### config.mk
export PLATFORM = sky130hd
export DESIGN_NAME = nibble_max_scheduler
export DESIGN_NICKNAME = d
export VERILOG_FILES = /design/src/rtl/nibble_max_scheduler.sv
export SDC_FILE = /design/constraint.sdc
export NUM_CORES = 1
export LEC_CHECK = 0
export ABC_AREA = 1
export CAP_MARGIN = 20
export CORE_UTILIZATION = 66
export CTS_BUF_LIST = sky130_fd_sc_hd__clkbuf_8
export DETAILED_ROUTE_END_ITERATION = 16
export DONT_BUFFER_PORTS = 1
export PLACE_DENSITY = 0.83
export SLEW_MARGIN = 20
export SYNTH_ARGS = -nofsm -noshare
export SYNTH_HDL_FRONTEND = slang
export SYNTH_SLANG_ARGS = --single-unit
export TNS_END_PERCENT = 10
### constraint.sdc
create_clock -name clk -period 2.2 [get_ports clk]
set_input_delay 0.44 -clock clk [delete_from_list [all_inputs] [get_ports clk]]
set_output_delay 0.44 -clock clk [all_outputs]
set_load 0.005 [all_outputs]
### src/rtl/nibble_max_scheduler.sv
// rtl/nibble_max_scheduler.sv - running-max sequencer over a shared pipelined nibble comparator
// Optional feature macro: NIBBLE_MAX_INDEX_EN adds the max_idx output and its shadow register.
module nibble_max_scheduler #(
  parameter int N_WORDS = 8,
  parameter int CMP_LAT = 5,
  localparam int IDX_W  = (N_WORDS > 1) ? $clog2(N_WORDS) : 1,
  localparam int WAIT_W = $clog2(CMP_LAT + 1),
  localparam int BUF_N  = (N_WORDS > 1) ? N_WORDS : 2
) (
  input  logic             clk,
  input  logic             reset,
  input  logic             start,
  input  logic             in_valid,
  input  logic [3:0]       in_data,
  output logic             in_ready,
  output logic [3:0]       cmp_a,
  output logic [3:0]       cmp_b,
  input  logic [3:0]       cmp_mayor,
  output logic             busy,
  output logic             done,
  output logic [3:0]       max_out
`ifdef NIBBLE_MAX_INDEX_EN
  ,
  output logic [IDX_W-1:0] max_idx
`endif
);

  typedef enum logic [1:0] {S_IDLE, S_LOAD, S_CMP, S_FIN} state_t;

  state_t              state_q;
  state_t              state_d;
  logic [3:0]          data_buf [BUF_N];
  logic [IDX_W-1:0]    wr_ptr;
  logic [IDX_W-1:0]    idx;
  logic [IDX_W-1:0]    idx_inc;
  logic [WAIT_W-1:0]   wait_cnt;
  logic [3:0]          run_max;
  logic                accept;
  logic                last_accept;
  logic                capture;
  logic                last_capture;
`ifdef NIBBLE_MAX_INDEX_EN
  logic [IDX_W-1:0]    best_idx;
`endif

  assign idx_inc = idx + 1'b1;

  // State register.
  always_ff @(posedge clk) begin
    if (reset) state_q <= S_IDLE;
    else       state_q <= state_d;
  end

  // Next state plus the handshake and capture strobes the datapath keys off.
  always_comb begin
    state_d      = state_q;
    in_ready     = 1'b0;
    busy         = (state_q != S_IDLE);
    accept       = 1'b0;
    last_accept  = 1'b0;
    capture      = 1'b0;
    last_capture = 1'b0;
    case (state_q)
      S_IDLE: if (start) state_d = S_LOAD;
      S_LOAD: begin
        in_ready = 1'b1;
        if (in_valid) begin
          accept = 1'b1;
          if (wr_ptr == IDX_W'(N_WORDS - 1)) begin
            last_accept = 1'b1;
            state_d     = (N_WORDS == 1) ? S_FIN : S_CMP;
          end
        end
      end
      S_CMP: begin
        // Comparator output is only trusted once the full latency has elapsed.
        if (wait_cnt == WAIT_W'(CMP_LAT)) begin
          capture = 1'b1;
          if (idx == IDX_W'(N_WORDS - 1)) begin
            last_capture = 1'b1;
            state_d      = S_FIN;
          end
        end
      end
      S_FIN:   state_d = S_IDLE;
      default: state_d = S_IDLE;
    endcase
  end

  // Burst buffer; contents are don't-care until written, so no reset.
  always_ff @(posedge clk) begin
    if (accept) data_buf[wr_ptr] <= in_data;
  end

  // Operand sequencing, running max and result registers.
  always_ff @(posedge clk) begin
    if (reset) begin
      wr_ptr   <= '0;
      idx      <= '0;
      wait_cnt <= '0;
      run_max  <= '0;
      cmp_a    <= '0;
      cmp_b    <= '0;
      done     <= 1'b0;
      max_out  <= '0;
`ifdef NIBBLE_MAX_INDEX_EN
      best_idx <= '0;
      max_idx  <= '0;
`endif
    end else begin
      done <= 1'b0;
      case (state_q)
        S_IDLE: if (start) wr_ptr <= '0;
        S_LOAD: begin
          if (accept) begin
            wr_ptr <= wr_ptr + 1'b1;
            if (last_accept) begin
              wait_cnt <= '0;
              idx      <= IDX_W'(1);
`ifdef NIBBLE_MAX_INDEX_EN
              best_idx <= '0;
`endif
              if (N_WORDS == 1) begin
                run_max <= in_data;
              end else begin
                // Element 1 is still in flight on in_data when the burst is two long.
                run_max <= data_buf[0];
                cmp_a   <= data_buf[0];
                cmp_b   <= (N_WORDS == 2) ? in_data : data_buf[1];
              end
            end
          end
        end
        S_CMP: begin
          if (capture) begin
            run_max  <= cmp_mayor;
            cmp_a    <= cmp_mayor;
            wait_cnt <= '0;
            idx      <= idx_inc;
            if (!last_capture) cmp_b <= data_buf[idx_inc];
`ifdef NIBBLE_MAX_INDEX_EN
            // A result differing from the running max means the candidate won; ties keep the older index.
            if (cmp_mayor != run_max) best_idx <= idx;
`endif
          end else begin
            wait_cnt <= wait_cnt + 1'b1;
          end
        end
        S_FIN: begin
          done    <= 1'b1;
          max_out <= run_max;
`ifdef NIBBLE_MAX_INDEX_EN
          max_idx <= best_idx;
`endif
        end
        default: ;
      endcase
    end
  end

endmodule

# Word level (Yosys, flattened, before mapping)
# Memories as Yosys holds them, arrays and structs flattened.
# Index checks and enable logic that the tools add are counted.
[word_totals] register_bits=24 mem_bits_rw=32 output_inout_bits=15 n_memories=1 in_bits=12 elab_cells=76
[op_classes] n_reduce_logical=9 n_eq_ne=15 addsub=3 muxes=40
[mem_list] memory="data_buf" depth=8 width=4 read_ports=3 rd_ports_with_merged_regs=0 write_ports=1 line="32" rtl="logic [3:0] data_buf [BUF_N];"
[ops] operator="two-way mux 4 bit" count=7
[ops] operator="two-way mux 3 bit" count=8
[ops] operator="!= test 2 bit (second input constant)" count=9
[ops] operator="one-hot mux 3 bit (2 select lines)" count=3
[ops] operator="one-hot mux 4 bit (2 select lines)" count=2
[ops] operator="two-way mux 1 bit" count=14
[ops] operator="two-way mux 2 bit" count=5
[ops] operator="AND reduction 5 bit" count=2
[ops] operator="adder 3 x 1 -> 3 bit (second input constant)" count=3
[ops] operator="== test 3 bit (second input constant)" count=3
[ops] operator="one-hot mux 2 bit (4 select lines)" count=1
[ops] operator="AND reduction 3 bit" count=2
[ops] operator="nonzero test 2 bit" count=3
[ops] operator="== test 2 bit (second input constant)" count=2
[ops] operator="AND reduction 4 bit" count=1
[ops] operator="== test 2 x 1 -> 1 bit (second input constant)" count=1
[ops] operator="zero test 2 bit" count=1

# Depth between registers and ports, before layout
[logic_depth] word_depth=7 depth_mapped=10 mapped_depth_nobuf=10

# Worst setup path after synthesis
# Ideal clock, no wire load.
[synth_path] path_type="register to register" start="register state_q[1]" end="memory data_buf[4][0] (enable)" path_buffers=0 arrival_time_ns=1.170 path_slack_ns=0.700 synth_period_minus_slack_ns=1.500 required_ns=1.871 path_stages_with_launch=6 setup_ns=0.329 cell_sequence="dfxtp_1 inv_1 ha_1 nand2_2 or2_4 nor2_1"
[synth_between] elab_chain_len=4
[synth_lines] item="start, declared" line="30" rtl="state_t state_q;"
[synth_lines] item="start signal, assigned" line="51" rtl="else state_q <= state_d;"
[synth_lines] item="== test 2 x 1 -> 1 bit" line="63" rtl="case (state_q)"
[synth_lines] item="two-way mux 1 bit" line="63"
[synth_lines] item="two-way mux 1 bit" line="92" rtl="if (accept) data_buf[wr_ptr] <= in_data;"
[synth_lines] item="two-way mux 1 bit (not written as such)" line="92"
[synth_lines] item="end, declared" line="32"
# No other way between the ends.

# Final worst setup path
[layout_path] start="register state_q[0]" end="register idx[1]"
[layout_between] elab_chain_len=4 elab_cells_between_ends=11 classes_between="eq/ne: 5; mux: 4; reduce/logical: 2"
[layout_lines] item="== test 2 bit or == test 2 x 1 -> 1 bit (tied branches)" line="63, 112"
[layout_lines] item="two-way mux 1 bit" line="63"
[layout_lines] item="!= test 2 bit (no source line)"
[layout_lines] item="AND reduction 4 bit (no source line)"
[layout_lines] item="end signal, assigned" line="139" rtl="idx <= idx_inc;"
[layout_lines] item="end, declared" line="34" rtl="logic [IDX_W-1:0] idx;"
# Several ways; a longest one is shown, not always the timed one.
# A chain may end at the register's enable or synchronous reset.

==> run_results.csv <==
group,metric,value,unit
status,status,"complete, no violations",
routing,drcViolationCount,0,
routing,postRouteWirelength,4970,um
clock_tree,clk_pin_slew,100,ps
job,count_of_max_cap_constraint_violations,0,
logic_synthesis,yosys_warnings,0,
setup_path,crit_cells,7,
clock_tree,cts_inserted_buffers,5,
setup_path,cp_capture_point,"idx[1]",
cells_and_area,design.final.nets,330,
logic_synthesis,post-synth-top-count-cell,"nand2_1",
global_routing,grt_pass1_wl,8450,um
timing,finalMaxSlewViolations,0,
clock_tree,cts.repair.resized,0,
logic_synthesis,syn_nets,332,
setup_path,critical_path_required,2420,ps
timing,rel_slew_slack,65.9,%
logic_synthesis,synth_area,2670,um^2
timing,grt_setup_unrepaired,"false",
power,power.internal,1.73,mW
setup_path,critical_path.cell_chain,"inv_1, ha_1, nand2_2, nand3_2, clkinv_1, nand3_1, a21oi_1",
min_path,hold_path.class,"in2reg",
power,power_frac_comb,31.4,%
cells_and_area,fillCellCount,278,
place,detailedPlace.worstSlack,408,ps
clock_tree,clock_path_buffers,2,
setup_path,buffers_inverters_on_critical_path,2,
floorplanning,die_area,4300,um^2
setup_path,slowest_delay,490,ps
global_routing,total_global_route_track_usage,27.2,%
timing,fin_tns_setup,0,ps
place,routabilityCongestion,0.814,
power,pwr-share-clk,20.8,%
floorplanning,die_height,65.6,um
setup_path,worst_path_dominant_cell_family,"simple AND/OR/NAND/NOR gates",
setup_path,r2r_slack,400,ps
timing,hold_slack,175,ps
setup_path,worst-r2r-cell-count,7,
floorplanning,chip_width,65.6,um
setup_path,critPathLaunchType,"flip-flop",
power,p_leak,1.21,nW
clock_tree,clock_tree.htree_level_count,2,
floorplanning,num_rows,22,
logic_synthesis,synth_cell_types,29,
power,ir_worst_vdd,657,uV
setup_path,crit_fanout,17,
power,power_density,990,nW/um^2
logic_synthesis,synth_common_cells,"nand2_1, inv_1, edfxtp_1",
floorplanning,top_level_ports,27,
clock_tree,tritoncts_num_sinks,56,
min_path,min_path_cells,1,
logic_synthesis,synth_async_sr_flop_share,0,%
setup_path,worstReg2RegStart,"state_q[0]",
power,swShare,36.7,%
timing,fmax,556,MHz
cells_and_area,area_grow_syn2layout,3.37,%
logic_synthesis,yosys_register_bits,56,
floorplanning,core-area,3770,um^2
timing,final_min_period_over_clock_period,81.7,%
routing,ant_nets,0,
routing,routed_wire_length_per_instance,14.0,um
cells_and_area,drive_gt1_share,6.82,%
setup_path,r2r_end,"idx[1]",
routing,drt_pass_1_iters,4,
floorplanning,floorplan.initialDensity,70.8,%
routing,drt-initial-drc-count,118,
timing,report.final.setup_viol,0,
logic_synthesis,syn-mean-instance-area,8.64,um^2
setup_path,crit_path_capture_type,"flip-flop",
power,switchingPower,1.00,mW
routing,vias_per_cell,5.31,
cells_and_area,finalCoreUtilization,73.2,%
setup_path,slowest_stage,"ha_1",
timing,finClkSkew,5.12,ps
place,port-buffer-count,0,
cells_and_area,antenna-diode-count,0,
setup_path,data_arrival_time_of_the_critical_path,2010,ps
global_routing,antenna_found_initial,0,
global_routing,vias_in_the_first_global_route,1857,
clock_tree,cts_setup_buffers,0,
logic_synthesis,synth_top_area_share,36.0,%
logic_synthesis,synth_top_cells_by_area,"edfxtp_1, dfxtp_1, nand2_1",
timing,setup_slack,402,ps
routing,vias,1892,
global_routing,grt-ovfl-total,0,
clock_tree,cts_hold_buffers,0,
global_routing,maximum_number_of_pins_on_one_net_before_global_route_repair,19,
timing,hold_viol_final,0,
clock_tree,worst_skew_pair.late_latency,310,ps
place,place.detailed.hpwl,3660,um
setup_path,critical_path_class,"reg2reg",
clock_tree,clockRootBuffer,"clkbuf_8",
logic_synthesis,ys_seq_area_share,54.0,%
power,seqPwrFrac,47.8,%
timing,worst_slew_pin_slew,511,ps
timing,layout_min_cycle_time,1800,ps
logic_synthesis,yosys.area.top_type,"edfxtp_1",
logic_synthesis,synthCells,309,
setup_path,crit_path_start,"state_q[0]",
logic_synthesis,synth-edff-count,32,
logic_synthesis,main_flop_type_after_synthesis,"edfxtp_1",
clock_tree,cts_tree,"yes",
-- logic make-up after synthesis --
family | Yosys count | synth area share [%]
AO/OA/AOI/OAI | 37 | 7.54
flip-flops | 56 | 54.0
XOR/XNOR | 1 | 0.328
adder cells (fa/ha/maj) | 11 | 5.15
AND/OR/NAND/NOR | 145 | 23.4
buffers and inverters | 59 | 9.56
-- how the worst min path moves through the flow --
stage / from / end / slack, ps
after global placement: idx[2] / idx[2] / 450
after floorplan: idx[1] / idx[1] / 450
after CTS: reset / wr_ptr[0] / 170
after detailed placement: idx[2] / idx[2] / 460
after global routing: reset / wait_cnt[2] / 160
final: reset / wr_ptr[0] / 170
-- layout by cell type, fill, tap and decap left out, drive strengths merged --
cell type	count
buf	1
a21oi	15
inv	49
ha	11
nand2	89
clkbuf	5
edfxtp	32
xor2	1
nand3	24
dfxtp	24
o21ai	20
a211oi	1
clkinv	2
nor2	28
nand4	1
o211a	1
or2	3
clkinvlp	1
-- power by group through the flow --
stage	Clock (mW)	Sequential (mW)	Combinational, mW
2_1_floorplan	0	1.31	0.738
3_3_place_gp	0	1.32	0.823
3_5_place_dp	0	1.33	0.848
4_1_cts	0.574	1.31	0.853
5_1_grt	0.617	1.32	0.988
6_report	0.568	1.31	0.857
-- per-stage QoR --
step | total power, mW | cells | cell area (um^2)
5_1_grt | 2.93 | 356 | 2760
6_report | 2.73 | 356 | 2760
4_1_cts | 2.73 | 356 | 2760
2_1_floorplan | 2.05 | 309 | 2670
3_3_place_gp | 2.14 | 348 | 2670
3_5_place_dp | 2.18 | 348 | 2670
-- sequential cells by signal, indices dropped and copies added (netlist names) --
register	count
data_buf	32
cmp_b	4
max_out	4
run_max	4
idx	3
wait_cnt	3
wr_ptr	3
state_q	2
done	1
-- area by class of cell --
cell class	instances	area (um^2)	area share (%)
Inverter	49	186	6.75
Tap cell	48	60.1	2.18
Multi-Input combinational cell	194	973	35.3
Sequential cell	56	1440	52.2
Clock inverter	3	22.5	0.816
Timing Repair Buffer	1	7.51	0.272
Clock buffer	5	68.8	2.49
-- metal layers --
layer  part of all wire [%]  GRT usage [%]  wire, um
met1                     44           33.4      2190
met2                     48           44.1      2370
met3                    7.0           8.33       350
met4                    1.2           12.0        62
met5                      0              0         0
Power figures use the tool's default switching activity.
